File: src/rtl/mem_bus_arbiter.sv
// Two-port arbiter sharing one fixed-latency single-port memory between instruction fetch and data access.
// Define ARB_ROUND_ROBIN_EN to alternate grants under contention; otherwise the data port has fixed priority.
module mem_bus_arbiter #(
    parameter int WAIT_CYCLES = 2,
    parameter int ADDR_W      = 32,
    parameter int DATA_W      = 32
) (
    input  logic                  clk,
    input  logic                  rst,
    input  logic                  if_req,
    input  logic [ADDR_W-1:0]     if_addr,
    output logic [DATA_W-1:0]     if_rdata,
    output logic                  if_ack,
    input  logic                  dm_req,
    input  logic                  dm_we,
    input  logic [DATA_W/8-1:0]   dm_sel,
    input  logic [ADDR_W-1:0]     dm_addr,
    input  logic [DATA_W-1:0]     dm_wdata,
    output logic [DATA_W-1:0]     dm_rdata,
    output logic                  dm_ack,
    output logic                  mem_ce,
    output logic                  mem_we,
    output logic [DATA_W/8-1:0]   mem_sel,
    output logic [ADDR_W-1:0]     mem_addr,
    output logic [DATA_W-1:0]     mem_wdata,
    input  logic [DATA_W-1:0]     mem_rdata,
    output logic                  stall_req
);

    localparam int SEL_W = DATA_W / 8;
    localparam logic [3:0] CNT_LOAD = 4'(WAIT_CYCLES - 1);

    typedef enum logic [1:0] {
        IDLE = 2'd0,
        BUSY = 2'd1,
        RESP = 2'd2
    } state_t;

    state_t              state_reg, state_next;
    logic [3:0]          cnt_reg, cnt_next;
    logic                owner_reg, owner_next;
    logic                mem_ce_reg, mem_ce_next;
    logic                mem_we_reg, mem_we_next;
    logic [SEL_W-1:0]    mem_sel_reg, mem_sel_next;
    logic [ADDR_W-1:0]   mem_addr_reg, mem_addr_next;
    logic [DATA_W-1:0]   mem_wdata_reg, mem_wdata_next;
    logic [DATA_W-1:0]   if_rdata_reg, if_rdata_next;
    logic [DATA_W-1:0]   dm_rdata_reg, dm_rdata_next;
    logic                if_ack_reg, if_ack_next;
    logic                dm_ack_reg, dm_ack_next;
    logic                grant_dm;

`ifdef ARB_ROUND_ROBIN_EN
    // last_grant_reg: 0 = IF, 1 = DM; the port not served last wins a tie
    logic last_grant_reg, last_grant_next;

    always_comb begin
        if (if_req && dm_req) begin
            grant_dm = ~last_grant_reg;
        end else begin
            grant_dm = dm_req;
        end
    end

    always_ff @(posedge clk or negedge rst) begin
        if (!rst) begin
            last_grant_reg <= 1'b0;
        end else begin
            last_grant_reg <= last_grant_next;
        end
    end
`else
    assign grant_dm = dm_req;
`endif

    always_ff @(posedge clk or negedge rst) begin
        if (!rst) begin
            state_reg     <= IDLE;
            cnt_reg       <= '0;
            owner_reg     <= 1'b0;
            mem_ce_reg    <= 1'b0;
            mem_we_reg    <= 1'b0;
            mem_sel_reg   <= '0;
            mem_addr_reg  <= '0;
            mem_wdata_reg <= '0;
            if_rdata_reg  <= '0;
            dm_rdata_reg  <= '0;
            if_ack_reg    <= 1'b0;
            dm_ack_reg    <= 1'b0;
        end else begin
            state_reg     <= state_next;
            cnt_reg       <= cnt_next;
            owner_reg     <= owner_next;
            mem_ce_reg    <= mem_ce_next;
            mem_we_reg    <= mem_we_next;
            mem_sel_reg   <= mem_sel_next;
            mem_addr_reg  <= mem_addr_next;
            mem_wdata_reg <= mem_wdata_next;
            if_rdata_reg  <= if_rdata_next;
            dm_rdata_reg  <= dm_rdata_next;
            if_ack_reg    <= if_ack_next;
            dm_ack_reg    <= dm_ack_next;
        end
    end

    always_comb begin
        state_next     = state_reg;
        cnt_next       = cnt_reg;
        owner_next     = owner_reg;
        mem_ce_next    = mem_ce_reg;
        mem_we_next    = mem_we_reg;
        mem_sel_next   = mem_sel_reg;
        mem_addr_next  = mem_addr_reg;
        mem_wdata_next = mem_wdata_reg;
        if_rdata_next  = if_rdata_reg;
        dm_rdata_next  = dm_rdata_reg;
        if_ack_next    = 1'b0;
        dm_ack_next    = 1'b0;
`ifdef ARB_ROUND_ROBIN_EN
        last_grant_next = last_grant_reg;
`endif

        case (state_reg)
            IDLE: begin
                if (if_req || dm_req) begin
                    state_next  = BUSY;
                    cnt_next    = CNT_LOAD;
                    owner_next  = grant_dm;
                    mem_ce_next = 1'b1;
`ifdef ARB_ROUND_ROBIN_EN
                    last_grant_next = grant_dm;
`endif
                    if (grant_dm) begin
                        mem_we_next    = dm_we;
                        mem_sel_next   = dm_sel;
                        mem_addr_next  = dm_addr;
                        mem_wdata_next = dm_wdata;
                    end else begin
                        mem_we_next    = 1'b0;
                        mem_sel_next   = '1;
                        mem_addr_next  = if_addr;
                        mem_wdata_next = '0;
                    end
                end
            end
            BUSY: begin
                if (cnt_reg != 4'd0) begin
                    cnt_next = cnt_reg - 4'd1;
                end else begin
                    // mem_rdata is valid only in this final wait cycle
                    if (!mem_we_reg) begin
                        if (owner_reg) begin
                            dm_rdata_next = mem_rdata;
                        end else begin
                            if_rdata_next = mem_rdata;
                        end
                    end
                    mem_ce_next  = 1'b0;
                    mem_we_next  = 1'b0;
                    mem_sel_next = '0;
                    if_ack_next  = ~owner_reg;
                    dm_ack_next  = owner_reg;
                    state_next   = RESP;
                end
            end
            RESP: begin
                state_next = IDLE;
            end
            default: begin
                state_next = IDLE;
            end
        endcase
    end

    assign if_rdata  = if_rdata_reg;
    assign dm_rdata  = dm_rdata_reg;
    assign if_ack    = if_ack_reg;
    assign dm_ack    = dm_ack_reg;
    assign mem_ce    = mem_ce_reg;
    assign mem_we    = mem_we_reg;
    assign mem_sel   = mem_sel_reg;
    assign mem_addr  = mem_addr_reg;
    assign mem_wdata = mem_wdata_reg;
    assign stall_req = (if_req & ~if_ack_reg) | (dm_req & ~dm_ack_reg);

endmodule

File: config.mk
export PLATFORM = sky130hd
export DESIGN_NAME = mem_bus_arbiter
export DESIGN_NICKNAME = d
export VERILOG_FILES = /design/src/rtl/mem_bus_arbiter.sv
export SDC_FILE = /design/constraint.sdc
export NUM_CORES = 1
export LEC_CHECK = 0
export ABC_AREA = 1
export ABC_CLOCK_PERIOD_IN_PS = 1600
export CORE_MARGIN = 2
export CORE_UTILIZATION = 30
export CTS_BUF_LIST = sky130_fd_sc_hd__clkbuf_2
export DETAILED_ROUTE_END_ITERATION = 7
export GPL_ROUTABILITY_DRIVEN = 0
export PLACE_DENSITY = 0.74
export SLEW_MARGIN = 0
export SYNTH_ARGS = -nofsm -noshare
export SYNTH_HDL_FRONTEND = slang
export SYNTH_SLANG_ARGS = --single-unit
File: constraint.sdc
create_clock -name clk -period 1.6 [get_ports clk]
set_clock_uncertainty 0.15 [all_clocks]
set_input_delay 0.4 -clock clk [delete_from_list [all_inputs] [get_ports clk]]
set_output_delay 0.4 -clock clk [all_outputs]
set_load 0.1 [all_outputs]
==> metrics list, run 1 <==
- Via total after detailed routing: approximately 5500
- The routed design has 18.8 mm of wire.
- The first TritonRoute pass finished after 4 iterations.
- Along the worst path, the maximum fanout reaches 2.
- Hold violation count in the final report: 0
- The floorplan step defined a core boundary enclosing between 15000 and 20000 um2.
- Combined flip-flop and latch cell area: between 3000 and 4000 um2
- STA classifies the critical path startpoint as a register.
- For this run, the top clock speed supported by timing is 464 MHz.
* DRC violation count after routing: 0
- Setup repair after global routing could not meet its margin everywhere.
- Die Y-Extent: 142 um
* Pin slew with the least headroom to its limit: 0.440 ns
- Total of warnings raised by yosys: 0
- Net count of the mapped netlist: 733
- Non-filler instance count after layout: 1191
- Total clock buffers created by CTS: 17
* Number of antenna violations at the first check in global routing: 1
- After detailed routing, the number of vias per cell comes to 4.59.
- Max capacitance violation total: 0
* Post-detailed-route wirelength per cell: 15.8 um
- Total Die Area: 20200 um2
- Path type of the worst min-delay path: in -> reg
- CTS built an H-tree with a depth of 4.
- The critical path goes through o22ai_4 -> buf_12.
- The count of nets left with antenna violations once routing finished came out at 0.
- Area growth from synthesis to final layout: 96.2%
- Slowest cell on the critical path: dfrtp_4
- Critical path type: reg -> out
- Count of different cell masters after synthesis: 22
* Hold path start: if_addr[12]
* Status: complete, but fails checks
* Average instance area after synthesis: 9.66 um2
- Buffer type at the clock tree root: clkbuf_2
- The layout has 1463 filler cells.
- Share of cells above drive strength 1: 0.273
* TritonCTS clock tree: done
* Period minus WS final: between 2 and 2.5 ns
- Headroom to the max-slew limit came out at 0.707.
* Wire length of the first global-routing pass: 28.9 mm
- At the worst endpoint, the required time is 1.05 ns.
- The floorplan has 50 rows.
* Initial Util: 0.307
- Pin placement for this block handled 274 I/O pins.
- Slack of the critical path: -0.555 ns
- At the end of the flow the core is filled with cells to 0.602.
- Gr usage total: 0.185
- CTS Buffer Depth: 2
* DR iter-0 viols: 233
- For this run, the post-layout net count is 1082.
- Port-buffer cells: 273
- Setup violations remaining at the end of the flow were counted as between 100 and 150.
- The final max-slew violation count was 0.
- In the final layout, the multi-input gates occupy 1940 um2.
- Setup crit end kind: output port
* Clock latency reported for the late side of the worst-skew pair: 0.68 ns
* Flops & latches, synth: 143
- Dividing the final minimum period by the clock period gives 1.35.
- After technology mapping, the gate count stands at 594.
- Of the synthesized area, sequential elements account for 0.624.
* Synth Cell Area: 5740 um2
- After clock tree synthesis, the clock-pin slew on the worst setup and hold paths is 0.24 ns.
* Clock net sink count: 143
- Worst r2r src: mem_we
- The via count of the first global-routing pass came to between 5000 and 6000.
* Data arrival time of the worst path: 1.61 ns
- The final reports fail on negative setup slack.
- Global routing finished with a remaining overflow of 0.
- The number of placed instances, taps included, is 1103.
* Maximum number of pins on one net before global-route repair: 39
- In this run the worst setup path begins at if_ack.
- Width of the die: 142 um
- Detailed-placement wirelength estimate: 13.4 mm
- On the worst path, the slowest cell contributes a delay of 0.54 ns.
-- worst max-delay path, delay by kind of cell (launching register included) --
kind	cells	cell delay, ns
flip-flops	1	0.54
buffers and inverters	1	0.20
AO/OA/AOI/OAI	1	0.18
-- cells in the mapped netlist --
| cell | count | area, um2 |
|---|---|---|
| buf_2 | 13 | 65.1 |
| o21ai_0 | 6 | 30.0 |
| nand3_1 | 2 | 10.0 |
| dfrtp_1 | 143 | 3580 |
| inv_2 | 4 | 15.0 |
| o21ai_1 | 11 | 55.1 |
| buf_6 | 6 | 67.6 |
| buf_1 | 1 | 3.75 |
| nand2_1 | 233 | 875 |
| inv_1 | 13 | 48.8 |
| o22ai_1 | 1 | 6.26 |
| ha_1 | 2 | 25.0 |
| nor2_1 | 74 | 278 |
| o31ai_1 | 32 | 240 |
| buf_4 | 10 | 75.1 |
| xor2_1 | 1 | 8.76 |
| a22o_1 | 32 | 280 |
| nor2_4 | 3 | 33.8 |
| nand3_2 | 1 | 10.0 |
| nand4_1 | 1 | 6.26 |
| clkbuf_1 | 3 | 11.3 |
| nand2_2 | 2 | 12.5 |
-- timing repair --
action                     4_1_cts  5_1_grt
hold endpoints to repair       148       34
gates cloned                     1        2
gates resized for setup         15       13
buffers inserted                16       10
hold buffers                     7       19
pin swaps                        3        4
setup endpoints to repair      170      190
-- cells in the final DEF, fill, tap and decap left out, types with 7 or more instances in the layout --
| master | n |
|---|---|
| nand2_1 | 228 |
| buf_12 | 150 |
| dfrtp_1 | 139 |
| clkdlybuf4s50_1 | 135 |
| nor2_1 | 72 |
| buf_4 | 42 |
| a22o_1 | 32 |
| o31ai_1 | 32 |
| dlygate4sd3_1 | 25 |
| clkbuf_2 | 17 |
| inv_1 | 11 |
| o21ai_1 | 9 |
| nand2_2 | 7 |
| buf_6 | 7 |
-- final timing paths --
path | end | slack, ns | cells past startpoint
worst max-delay path | stall_req | -0.56 | 2
worst min-delay path | mem_addr[12] | 0.09 | 3
worst max register to register | if_rdata[31] | 0.03 | 8
worst min register to register | if_rdata[20] | 0.41 | 2
max in group asynchronous | mem_we | 0.42 | 4
min in group asynchronous | dm_rdata[23] | 0.64 | 4
-- layout make-up --
cell class	count	share of cell area
sequential	143	0.319
clock buffer	17	0.00756
antenna	1	0.000222
timing repair buffer	363	0.452
clock inverter	15	0.0162
tap	234	0.0260
inverter	17	0.00678
multi-input combinational	401	0.172
-- per-stage QoR --
| step | worst slack (ns) | TNS [ns] | area, um2 | hold WS, ns |
|---|---|---|---|---|
| final | -0.555 | -39.81 | 11300 | 0.0944 |
| after global routing | -0.709 | -62.32 | 11300 | -0.00259 |
| after CTS | -0.656 | -52.81 | 10900 | 0.000648 |
| after detailed placement | -0.392 | -25.15 | 10400 | 0.160 |
| after global placement | -0.374 | -23.39 | 10400 | 0.153 |
| after floorplan | -0.168 | -0.168 | 5790 | -0.0456 |
-- per-layer routing --
layer | GRT usage | up-vias | wire length, um
li1 | - | 2620 | -
met1 | 0.223 | 2581 | 7420
met2 | 0.304 | 249 | 9320
met3 | 0.0737 | 19 | 1760
met4 | 0.0600 | 0 | 281
met5 | 0 | - | 0
-- cells by family after synthesis --
group | Yosys count | share of synthesized area
simple gates | 316 | 0.214
fa+ha+maj | 2 | 0.00436
compound gates | 82 | 0.107
buf+inv | 50 | 0.0500
xor+xnor | 1 | 0.00153
flops | 143 | 0.624
Power of run 1 is left out: the tool's default activity adds up to more than one toggle a clock period on the data nets, which glitch-free logic cannot reach.
==> run 2: changes to the inputs <==
--- a/config.mk
+++ b/config.mk
@@ -7,7 +7,7 @@
 export LEC_CHECK = 0
 export ABC_AREA = 1
 export ABC_CLOCK_PERIOD_IN_PS = 1600
-export CORE_MARGIN = 2
+export CORE_MARGIN = 3
 export CORE_UTILIZATION = 30
 export CTS_BUF_LIST = sky130_fd_sc_hd__clkbuf_2
 export DETAILED_ROUTE_END_ITERATION = 7
==> run 2 against run 1 <==
Compared with the run above: the flow still finishes with violations (negative setup slack); register-to-register slack got worse by 0.03 ns; wire length rose by 3.8%; die area rose by 2.8%; cell count fell by 0.59%; cell area barely moved; worst hold slack improved by 0.021 ns.
==> metrics list, run 2 (synthesis gave the netlist of run 1 again) <==
- Status: complete, but fails checks
* Failing checks: negative setup slack
- Leaving out fill and tap cells, the most frequent cell in the layout is nand2_1.
- Post-detailed-route wirelength per cell: 16.5 um (+4.5%)
- The top fanout value on the critical path was 2 (unchanged).
- Post-route fraction of the period consumed by the critical path: 1.34 (-0.0113)
- The die outline area came to 20800 um2 (+2.8%).
- The worst setup path is launched from a register.
- Average via count per standard cell: 4.61 (+0.50%)
* Total of endpoints with negative setup slack in the final report: 137 (unchanged)
* Setup TNS: -35.71 ns (+4.10 ns)
- Maximum number of pins on one net before global-route repair: 37 (-5.1%)
- Leaving out fill and tap cells, the most frequent cells in the layout are nand2_1, buf_12, dfrtp_1, clkdlybuf4s50_1, nor2_1.
- The worst slack at placement was -0.406 ns (-0.0143 ns).
* Slowest cell on the critical path: dfrtp_4
* Detailed-placement wirelength estimate: 14.0 mm (+4.0%)
- Core footprint: 18400 um2 (-1.7%)
- Area growth from synthesis to final layout: 96.4% (about the same)
- The via count of the first global-routing pass was 5622 (+2.4%).
- The post-route DRC violation count was 0 (unchanged).
- Via total after detailed routing: 5464 (-0.091%)
* Final count of pins violating max slew: 0 (unchanged)
- The final period demand of the worst path came to 2.14 ns (-0.0180 ns).
- DR iter-0 viols: 164 (-30%)
- The final cell count without fillers is 1184 (-0.59%).
- Max capacitance violation total: 0 (unchanged)
- The worst setup path is captured at an output port.
* Worst Path Required: 1.05 ns (about the same)
- Path type of the worst min-delay path: in -> reg
- The highest clock rate was 468 MHz (+0.84%).
- Total gr overflow: 0 (unchanged)
- Clock net sink count: 143 (unchanged)
* Number of antenna violations at the first check in global routing: 1 (unchanged)
- Total number of placement rows: 49 (-2.0%)
- The clock insertion delay at the later pin of the skew report came to 0.66 ns (-0.02 ns).
- Die Y-Extent: 144 um (+1.4%)
- Critical Path Max Stage Delay: 0.54 ns (about the same)
- Boundary pin count: 274 (unchanged)
- Wire length of the first global-routing pass: 29.0 mm (+0.17%)
* Number of cells after detailed placement: 1095 (-0.73%)
* Total clock buffers created by CTS: 17 (unchanged)
- TritonCTS clock tree: done
- In this run the clock root is driven by a clkbuf_2.
- The total count of hold-check failures in the final report came to 0 (unchanged).
* Slack of the critical path: -0.537 ns (+0.0180 ns)
* CP cell instances: o22ai_4 -> buf_12
* Clock slew seen by the registers of the worst setup and hold paths: 0.23 ns (about the same)
- Port-buffer cells: 273 (unchanged)
- Number of detailed-routing iterations run before antenna repair: 4 (unchanged)
- Number of H-tree levels: 4 (unchanged)
* Initial Util: 0.312 (+0.00521)
* Gr usage total: 0.181 (-0.00441)
- Relative slew slack: 0.723 (+0.0160)
* Share of cells above drive strength 1: 0.311 (+0.0383)
* Width of the die: 144 um (+1.4%)
* CTS Buffer Depth: 2 (unchanged)
- The data arrival time of the critical path was 1.59 ns (-0.02 ns).
- The total detailed-routing wirelength is 19.5 mm (+3.8%).
* Post-detailed-route count of antenna-violating nets: 0 (unchanged)
- Critical path type: reg -> out
* RSZ-0062 raised after global routing: yes
- Number of nets in the layout: 1080 (-0.18%)
- The slew at the pin with the worst max-slew slack is 0.416 ns (-0.0239 ns).
==> run 2: cell count changes in the layout (fill, tap and decap cells not counted), sizes merged <==
cell	delta
inv	-5
buf	+10
clkinvlp	-1
clkinv	+4
clkbuf	+2
dlygate4sd3	-12
==> run 2: worst paths after layout <==
path | start | end | slack (ns) | depth (start not counted)
worst max-delay path | if_ack | stall_req | -0.54 | 2
worst min-delay path | mem_rdata[22] | dm_rdata[22] | 0.12 | 3
worst max register to register | state_reg[0] | dm_rdata[18] | 0 | 8
worst min register to register | if_rdata[2] | if_rdata[2] | 0.41 | 2
max in group asynchronous | rst | mem_addr[9] | 0.22 | 4
min in group asynchronous | rst | dm_rdata[31] | 0.56 | 3
==> run 2: final cells by class <==
type	count	area (um2)
well taps	229	287
clock buffers	19	95.1
repair buffers	361	5000
inverters	17	76.3
diodes	1	2.50
multi-input cells	401	2040
clock inverters	13	161
fillers	1394	7130
flip-flops and latches	143	3590
==> run 2: metal layers <==
metal | track usage | wire (um)
met4 | 0.0623 | 378
met1 | 0.207 | 7640
met3 | 0.0698 | 1790
met2 | 0.309 | 9700
met5 | 0 | 0
==> run 2: worst max-delay path: cells and delay by family, from the launching register on <==
kind	cells	cell delay (ns)
AO/OA/AOI/OAI	1	0.19
buffers and inverters	1	0.20
flip-flops	1	0.54
==> run 2: per-stage QoR <==
stage                     hold WS (ns)  cell area [um2]  utilization
after detailed placement         0.157            10300        0.562
after global placement           0.155            10300        0.562
after global routing           0.00316            11300        0.612
final                            0.116            11300        0.612
after floorplan                -0.0456             5790            -
after CTS                     0.000503            10900        0.593
==> run 2: repair_timing <==
| action | CTS | global route |
|---|---|---|
| hold buffers | 11 | 2 |
| pin swaps | 3 | 3 |
| endpoints found under the hold margin | 153 | 3 |
| resized for setup | 12 | 44 |
| setup buffers | 22 | 19 |
| cloned | 0 | 3 |
| endpoints found under the setup margin | 167 | 158 |
Power of run 2 is left out for the same reason.
==> run 3: changes to the inputs <==
--- a/config.mk
+++ b/config.mk
@@ -9,7 +9,7 @@
 export ABC_CLOCK_PERIOD_IN_PS = 1600
 export CORE_MARGIN = 3
 export CORE_UTILIZATION = 30
-export CTS_BUF_LIST = sky130_fd_sc_hd__clkbuf_2
+export CTS_BUF_LIST = sky130_fd_sc_hd__clkbuf_4 sky130_fd_sc_hd__clkbuf_8
 export DETAILED_ROUTE_END_ITERATION = 7
 export GPL_ROUTABILITY_DRIVEN = 0
 export PLACE_DENSITY = 0.74
==> run 3 against run 2 <==
Compared with the run above: the flow still finishes with violations (negative setup slack); first-iteration DRC count is 24% higher; highest routed layer unchanged; cell area is 1.9% higher; setup slack better by 0.23 ns.
==> metrics list, run 3 (synthesis gave the netlist of run 1 again) <==
- Setup crit end kind: output port
* Worst setup path startpoint: if_req
* CP endpoint: stall_req
- Number of H-tree levels: 4 (unchanged)
- Via total after detailed routing: 5529 (+1.2%)
- TritonCTS built the clock tree.
- The via count of the first global-routing pass is 5573 (-0.87%).
- Die Y-Extent: 144 um (unchanged)
- Period minus WS final: 1.90 ns (-0.234 ns)
- The fraction of layout instances using a drive strength above 1 came to 0.322 (+0.0103).
* Number of cells after detailed placement: 1095 (unchanged)
- The die boundary width was 144 um (unchanged).
* Total clock buffers created by CTS: 17 (unchanged)
* Clock slew seen by the registers of the worst setup and hold paths: 0.08 ns (-0.15 ns)
- The slack of the worst reg-to-reg path was 0.02 ns (+0.02 ns).
* Buffer type at the clock tree root: clkbuf_8
- The setup slack of the critical path after layout was -0.304 ns (+0.234 ns).
- The final max-slew violation count was 0 (unchanged).
* DRC violation count after routing: 0 (unchanged)
- Maximum number of pins on one net before global-route repair: 37 (unchanged)
* Failing checks: negative setup slack
- Most common library cell in the layout ignoring fill and taps: nand2_1
- The maximum root-to-sink buffer count came to 2 (unchanged).
- The endpoint identified for the worst register-to-register timing path is dm_rdata[18].
* Final cell utilization of the core: 0.624 (+0.0117)
- The number of diodes came to 0 (-1).
* Most used cells in the layout excluding fill and tap cells: nand2_1, buf_12, dfrtp_1
* Biggest fanout along the worst timing path: 2 (unchanged)
- The slew at the pin with the worst max-slew slack was 0.322 ns (-0.0932 ns).
- F_max: 525 MHz (+12%)
- DR iter-0 viols: 203 (+24%)
- The data arrival time of the critical path is 1.35 ns (-0.24 ns).
* Boundary pin count: 274 (unchanged)
- The starting utilization of the core area came to 0.312 (unchanged).
* Post-route fraction of the period consumed by the critical path: 1.19 (-0.146)
* RSZ-0062 raised after global routing: yes
* Max capacitance violation total: 0 (unchanged)
- The worst hold path belongs to the class in -> reg.
* Area growth from synthesis to final layout: 100%
- The core region area was 18400 um2 (unchanged).
- The final net count came to 1090 (+0.93%).
- Port-buffer cells: 273 (unchanged)
- Hold violation count in the final report: 0 (unchanged)
- The via density per instance was 4.63 (+0.43%).
- The detailed-routing iteration count for the pre-antenna-repair pass is 5 (+1).
- Post-detailed-route count of antenna-violating nets: 0 (unchanged)
- The final cell count without fillers is 1193 (+0.76%).
- The total detailed-routing wirelength came to 19.9 mm (+1.9%).
- The worst hold margin was 0.272 ns (+0.156 ns).
- Wire length of the first global-routing pass: 28.9 mm (-0.21%)
* Number of fill cells in the layout: 1390 (-0.29%)
- Number of antenna violations at the first check in global routing: 0 (-1)
* Clock net sink count: 143 (unchanged)
* Total of endpoints with negative setup slack in the final report: 17 (-88%)
* Worst r2r src: state_reg[0]
- The data required time of the worst path was 1.05 ns (about the same).
- The depth of the worst register-to-register path came to 8 (unchanged).
- The worst slack at placement came to -0.406 ns (unchanged).
- The clock insertion delay at the later pin of the skew report came to 0.43 ns (-0.23 ns).
- Detailed-placement wirelength estimate: 14.0 mm (unchanged)
- STA classifies the critical path startpoint as an input port.
* Gr usage total: 0.181 (+0.000489)
* Status: complete, but fails checks
- Post-detailed-route wirelength per cell: 16.7 um (+1.1%)
- Relative slew slack: 0.785 (+0.0621)
- The die outline area is 20800 um2 (unchanged).
- The critical path in this run is classified as in -> out.
- The total grt overflow is 0 (unchanged).
- Total number of placement rows: 49 (unchanged)
-- run 3: changes by cell type in the layout (fill, tap and decap cells not counted), moves of 3 or more --
| cell | previous run | this run |
|---|---|---|
| dlygate4sd3_1 | 13 | 1 |
| buf_6 | 3 | 6 |
| clkbuf_8 | 0 | 17 |
| nand2_1 | 207 | 216 |
| clkbuf_2 | 19 | 0 |
| nand2_2 | 19 | 12 |
| buf_4 | 58 | 75 |
-- run 3: layout make-up --
| cell class | count | area, um2 | share of cell area |
|---|---|---|---|
| sequential | 143 | 3590 | 0.313 |
| multi-input combinational | 401 | 2020 | 0.176 |
| clock inverter | 13 | 161 | 0.0141 |
| inverter | 17 | 77.6 | 0.00676 |
| timing repair buffer | 371 | 5090 | 0.444 |
| tap | 229 | 287 | 0.0250 |
| clock buffer | 19 | 249 | 0.0217 |
-- run 3: layer usage --
metal	GRT usage	routed length, um	share of wire
met5	0	0	0
met4	0.0594	297	0.015
met3	0.0754	1810	0.091
met2	0.309	10000	0.50
met1	0.206	7740	0.39
-- run 3: metrics by stage --
step | TNS, ns | cell area, um2
after detailed placement | -25.26 | 10300
after global routing | -9.20 | 11500
final | -0.796 | 11500
after CTS | -5.25 | 11000
after floorplan | -0.168 | 5790
after global placement | -23.66 | 10300
-- run 3: repair_timing --
action                                 in CTS  in global routing
setup endpoints to repair                 165                185
pin swaps                                   3                  5
endpoints found under the hold margin     129                  0
setup buffers                              25                 35
hold buffers                                1                  0
gates resized for setup                    11                 37
cloned                                      0                  5
-- run 3: worst min path at each step --
stage                      start            to  cells past startpoint
after floorplan              rst    cnt_reg[0]                      0
after global placement       rst  dm_rdata[11]                      1
after detailed placement     rst  dm_rdata[11]                      1
after CTS                    rst  dm_rdata[31]                      2
after global routing      dm_req  mem_addr[29]                      5
final                     dm_req  mem_addr[29]                      5
-- run 3: critical path, stage by stage --
cell and delay, ns:
clkdlybuf4s50_1 0.47, inv_1 0.07, o22ai_4 0.20, buf_12 0.20
Power of run 3 is left out for the same reason.
